## src/rtl/fixed_point_accumulator.sv

```systemverilog
// rtl/fixed_point_accumulator.sv - packet accumulator with renormalisation to 13-bit mantissa / 3-bit scale words
module fixed_point_accumulator #(
  parameter int ACC_W = 24
) (
  input  logic        clk,
  input  logic        rst_n,
  input  logic        clr,
  input  logic        in_valid,
  output logic        in_ready,
  input  logic [15:0] in_data,
  input  logic        in_last,
  output logic        out_valid,
  input  logic        out_ready,
  output logic [15:0] out_data,
  output logic        overflow
);

  typedef enum logic [1:0] {ACCUM, NORM, OUT} state_t;

  localparam logic signed [ACC_W-1:0] ACC_MAX = {1'b0, {(ACC_W-1){1'b1}}};
  localparam logic signed [ACC_W-1:0] ACC_MIN = {1'b1, {(ACC_W-1){1'b0}}};

  state_t                  state;
  logic signed [ACC_W-1:0] acc;
  logic signed [ACC_W-1:0] work;
  logic [2:0]              sc;

  logic signed [12:0]      mant;
  logic [2:0]              s_in;
  logic signed [ACC_W:0]   aligned;
  logic signed [ACC_W:0]   sum;
  logic signed [ACC_W-1:0] clamped;
  logic                    clamp_hit;
  logic                    work_fits;

  assign mant = in_data[15:3];
  assign s_in = in_data[2:0];

  // Every term is brought to internal scale 7 before summing; one guard bit catches overflow.
  always_comb begin
    aligned   = {{(ACC_W-12){mant[12]}}, mant} <<< (3'd7 - s_in);
    sum       = {acc[ACC_W-1], acc} + aligned;
    clamp_hit = sum[ACC_W] != sum[ACC_W-1];
    clamped   = sum[ACC_W-1:0];
    if (clamp_hit) begin
      clamped = sum[ACC_W] ? ACC_MIN : ACC_MAX;
    end
  end

  // Fits the 13-bit mantissa when all bits above bit 12 replicate the sign.
  assign work_fits = (work[ACC_W-1:12] == '0) || (work[ACC_W-1:12] == '1);

  assign in_ready = rst_n && (state == ACCUM) && !clr;

  always_ff @(posedge clk or negedge rst_n) begin
    if (!rst_n) begin
      state     <= ACCUM;
      acc       <= '0;
      work      <= '0;
      sc        <= 3'd0;
      out_valid <= 1'b0;
      out_data  <= 16'h0000;
      overflow  <= 1'b0;
    end else begin
      case (state)
        ACCUM: begin
          if (clr) begin
            acc      <= '0;
            overflow <= 1'b0;
          end else if (in_valid) begin
            acc <= clamped;
            if (clamp_hit) overflow <= 1'b1;
            if (in_last) begin
              work  <= clamped;
              sc    <= 3'd7;
              state <= NORM;
            end
          end
        end
        NORM: begin
          if (work_fits) begin
            out_data  <= {work[12:0], sc};
            out_valid <= 1'b1;
            state     <= OUT;
          end else if (sc == 3'd0) begin
            out_data  <= work[ACC_W-1] ? 16'h8000 : 16'h7FF8;
            overflow  <= 1'b1;
            out_valid <= 1'b1;
            state     <= OUT;
          end else begin
            work <= work >>> 1;
            sc   <= sc - 3'd1;
          end
        end
        OUT: begin
          if (out_ready) begin
            out_valid <= 1'b0;
            acc       <= '0;
            overflow  <= 1'b0;
            state     <= ACCUM;
          end
        end
        default: state <= ACCUM;
      endcase
    end
  end

endmodule
```

## config.mk

```make
export PLATFORM = sky130hd
export DESIGN_NAME = fixed_point_accumulator
export DESIGN_NICKNAME = d
export VERILOG_FILES = /design/src/rtl/fixed_point_accumulator.sv
export SDC_FILE = /design/constraint.sdc
export NUM_CORES = 1
export LEC_CHECK = 0
export BUFFER_PORTS_ARGS = -buffer_cell sky130_fd_sc_hd__buf_4
export CORE_AREA = 2 2 115 117
export DETAILED_ROUTE_END_ITERATION = 12
export DIE_AREA = 0 0 117 119
export SYNTH_ARGS = -nofsm -noshare
export SYNTH_HDL_FRONTEND = slang
export SYNTH_SLANG_ARGS = --single-unit
```

## constraint.sdc

```tcl
create_clock -name clk -period 4.75 [get_ports clk]
set_clock_uncertainty 0.15 [all_clocks]
set_input_delay 0.2375 -clock clk [delete_from_list [all_inputs] [get_ports clk]]
set_output_delay 0.2375 -clock clk [all_outputs]
set_load 0.02 [all_outputs]
```

==> out/metrics.yaml <==
critical_path:
  path_class: "input port to flop"
  cp_cell_sequence: "buf_4, mux2_2, nand2_1, o21ai_0, and2_1, ha_1, o211ai_1, o21ai_1, o211a_1, o31ai_4, and2_2, o31ai_4, nor2_2, a221o_1"
  path_max_fanout: 18
  slowest_stage: "o31ai_4"
  crit_family: "compound AO/OA/AOI/OAI gates"
  critical_path_required_ps: 4820
  critPathCaptureType: "flop"
  cp.arrival_ps: 4020
  startpoint_type: "input port"
  crit_path_frequent_cell: "o31ai_4"
  max_stage_delay_ps: 570
  critPathBufInv: 1
logic_synthesis:
  yosys_register_bits: 71
  ys_seq_area_frac: 0.3186
  yosys_warnings: 0
  postSynthCellCount: 654
  ys.flop_type: "dfrtp_1"
  synth-edff-count: 0
  async_reset_ff_frac: 1.000
  syn_area_per_cell_um2: 8.527
  synth.distinct_cells: 79
  syn-cell-area_mm2: 0.005577
  synth_nets: 706
global_route:
  grt_overflow_total: 0
  grt_busiest_layer: "met2"
  grt_util_met1: 0.3167
  use_met3: 0.01730
  grtUsageTotal: 0.2218
  grt_pass1_wl_um: 24670
  grt_pass1_vias: 4785
  antenna_found_initial: 0
  grt_max_degree: 73
  grtUsageMet2: 0.3566
final_layout:
  drive_above_1_share: 0.1416
  area_growth_pct: 12.97
  num_antenna_cells: 0
  final_cells: 854
  final_nets: 725
  n_fill_cell: 1223
  final_area_mm2: 0.006300
sta:
  fmax_mhz: 253.2
  finalSetupViolCount: 0
  setup_tns_ps: 0
  rsz0062_at_grt: "no"
  slew_headroom: 0.2953
  fin_crit_sh: 0.8314
  fin_ws_ps: 800.9
  slew_viol_final: 0
  hold_violations: 0
  worst_pin_slew_ps: 1042
  period_needed_ps: 3949
pwr:
  p_per_area_mw_per_mm2: 663.3
  p_leak_nw: 2.781
  ir_worst_vdd_mv: 0.1923
clocking:
  cts_buffers: 9
  cts_tree: "done"
  cts_htree_levels: 3
  cts_hold_buf: 1
  ctsResizeCount: 0
  clk_pin_slew_worst_paths_ps: 50
  post-cts-setup-buffer-count: 0
  clock_latency_ps: 340
  cts_buffer_depth: 2
  cts_sinks: 71
  cts_root_buffer: "clkbuf_16"
floorplan:
  die_h_um: 119
  die_w_um: 117
  start_util: 0.4331
  row_count: 42
  core_region_area_mm2: 0.01287
  pin_count: 41
  die-area_mm2: 0.01392
run:
  cap_violations: 0
drt:
  avgRoutedWirePerCell_um: 17.54
  wirelength_um: 14980
  viasPerCell: 6.032
  ant_nets: 0
  drt_iter0_drc: 400
  drcViolationCount: 0
  dr.pass1.iters: 5
  vias: 5151
outcome:
  outcome: "finished, final reports clean"
placement:
  place.gp.congestion: 0.9071
  placed_area_mm2: 0.005964
  hpwl_um: 11370
  placedCellCount: 837
  dp_slack_ps: 444.7
  numPortBuffers: 40
worst_hold_path:
  hold_path.class: "input port to flop"
[logic make-up after synthesis]
kind of cell / share of synthesized area
compound gates: 0.3168
xor+xnor: 0.02670
fa+ha+maj: 0.06866
buf+inv: 0.04711
flops: 0.3186
mux: 0.04016
simple gates: 0.1820
[per-stage QoR]
step	power, W	hold slack [ps]	util
floorplan	0.002807	-208.1	-
global placement	0.003372	276.7	0.4633
detailed placement	0.003421	287.2	0.4633
CTS	0.004168	41.06	0.4893
global route	0.004515	63.77	0.4893
finish	0.004179	39.13	0.4893
[layer usage]
metal | vias up | part of all wire | wire (um)
met1 | 2458 | 0.47 | 7069
met5 | - | 0 | 0
met2 | 136 | 0.47 | 7111
met3 | 10 | 0.041 | 613
li1 | 2547 | - | -
met4 | 0 | 0.012 | 184
[state kept, by name, summed over array words and instances, names as in the netlist]
| name | count |
|---|---|
| out_data | 16 |
| out_valid | 1 |
| acc | 24 |
| work | 24 |
| overflow | 1 |
| sc | 3 |
| state | 2 |
[report_power, final]
group	leakage, nW	switching (W)	total [W]	internal [W]
clock network	0.160	0.000251	0.000739	0.000488
registers	0.886	0.000229	0.00109	0.000858
logic	1.74	0.00143	0.00235	0.000926
[worst register-to-register path, cell delays in order (launching register included)]
cell and delay (ps):
dfrtp_1 360, ha_1 190, inv_1 60, fa_1 400, nand2b_1 240, a2111oi_4 410
o21bai_2 180, a31oi_2 280, or2_4 250, o31ai_4 140, nor2_2 650, a221o_1 270
[path summary, 6_finish.rpt]
path                                          from                  endpoint  slack [ps]  depth (start not counted)
max in group asynchronous                    rst_n  out_data[12]$_DFFE_PN0P_        3410                          2
min                                      out_ready     out_valid$_DFFE_PN0P_          40                          4
max reg2reg                     acc[0]$_DFFE_PN0P_        acc[7]$_DFFE_PN0P_        1090                         11
min reg2reg                out_data[8]$_DFFE_PN0P_   out_data[8]$_DFFE_PN0P_         330                          2
min in group asynchronous                    rst_n     out_valid$_DFFE_PN0P_         440                          2
max                                     in_data[1]       acc[21]$_DFFE_PN0P_         800                         14
[synth_stat cells (all sizes together), types with 7 or more instances]
| cell type | count | area, um^2 |
|---|---|---|
| o31ai | 9 | 95.09 |
| a221o | 18 | 180.2 |
| nor2 | 42 | 160.2 |
| mux2 | 11 | 123.9 |
| o22ai | 23 | 143.9 |
| nand2b | 8 | 50.05 |
| ha | 29 | 362.9 |
| or3 | 10 | 67.56 |
| mux2i | 10 | 100.1 |
| nand2 | 71 | 269.0 |
| a21oi | 50 | 254.0 |
| nor3 | 28 | 145.1 |
| clkbuf | 28 | 105.1 |
| nand4 | 7 | 56.30 |
| nand3 | 15 | 75.07 |
| xnor2 | 12 | 105.1 |
| a311oi | 7 | 61.31 |
| o211a | 10 | 100.1 |
| o21ai | 47 | 235.2 |
| a21o | 7 | 52.55 |
| inv | 20 | 75.07 |
| a22oi | 7 | 52.55 |
| dfrtp | 71 | 1777 |
| o211ai | 10 | 75.07 |
| a31oi | 9 | 62.56 |
| buf | 11 | 78.82 |
[placed cells by master (no fill, tap or decap), types with 4 or more instances in the layout]
master      n
a31oi_1     8
a21o_1      7
and2_1      4
o211a_1    10
o21ai_1     5
a32o_1      4
buf_4      46
nand3_1    15
clkbuf_16   9
xor2_1      5
ha_1       29
o311ai_0    4
nor3_1     27
dfrtp_1    71
o31ai_1     7
nand2b_1    8
a21oi_1    49
o211ai_1   10
nand4_1     5
o21ai_0    42
a22oi_1     7
mux2i_1    10
a22o_1      6
nand2_1    70
inv_1      17
nor2b_1     4
nor2_1     41
nor4_1      4
xnor2_1    12
o22ai_1    23
a211oi_1    6
mux2_2     10
a221o_1    18
a311oi_1    6
or3_1       9
[layout make-up]
class                   count  area, um^2  share of cell area
flip-flops and latches     71        1777              0.2820
multi-input cells         523        3543              0.5625
inverters                  21       78.83             0.01251
clock buffers              13       260.3             0.04131
well taps                 176       220.2             0.03496
clock inverters             3       65.06             0.01033
repair buffers             47       355.3             0.05641
No activity file was read; power rests on OpenSTA's default activity.
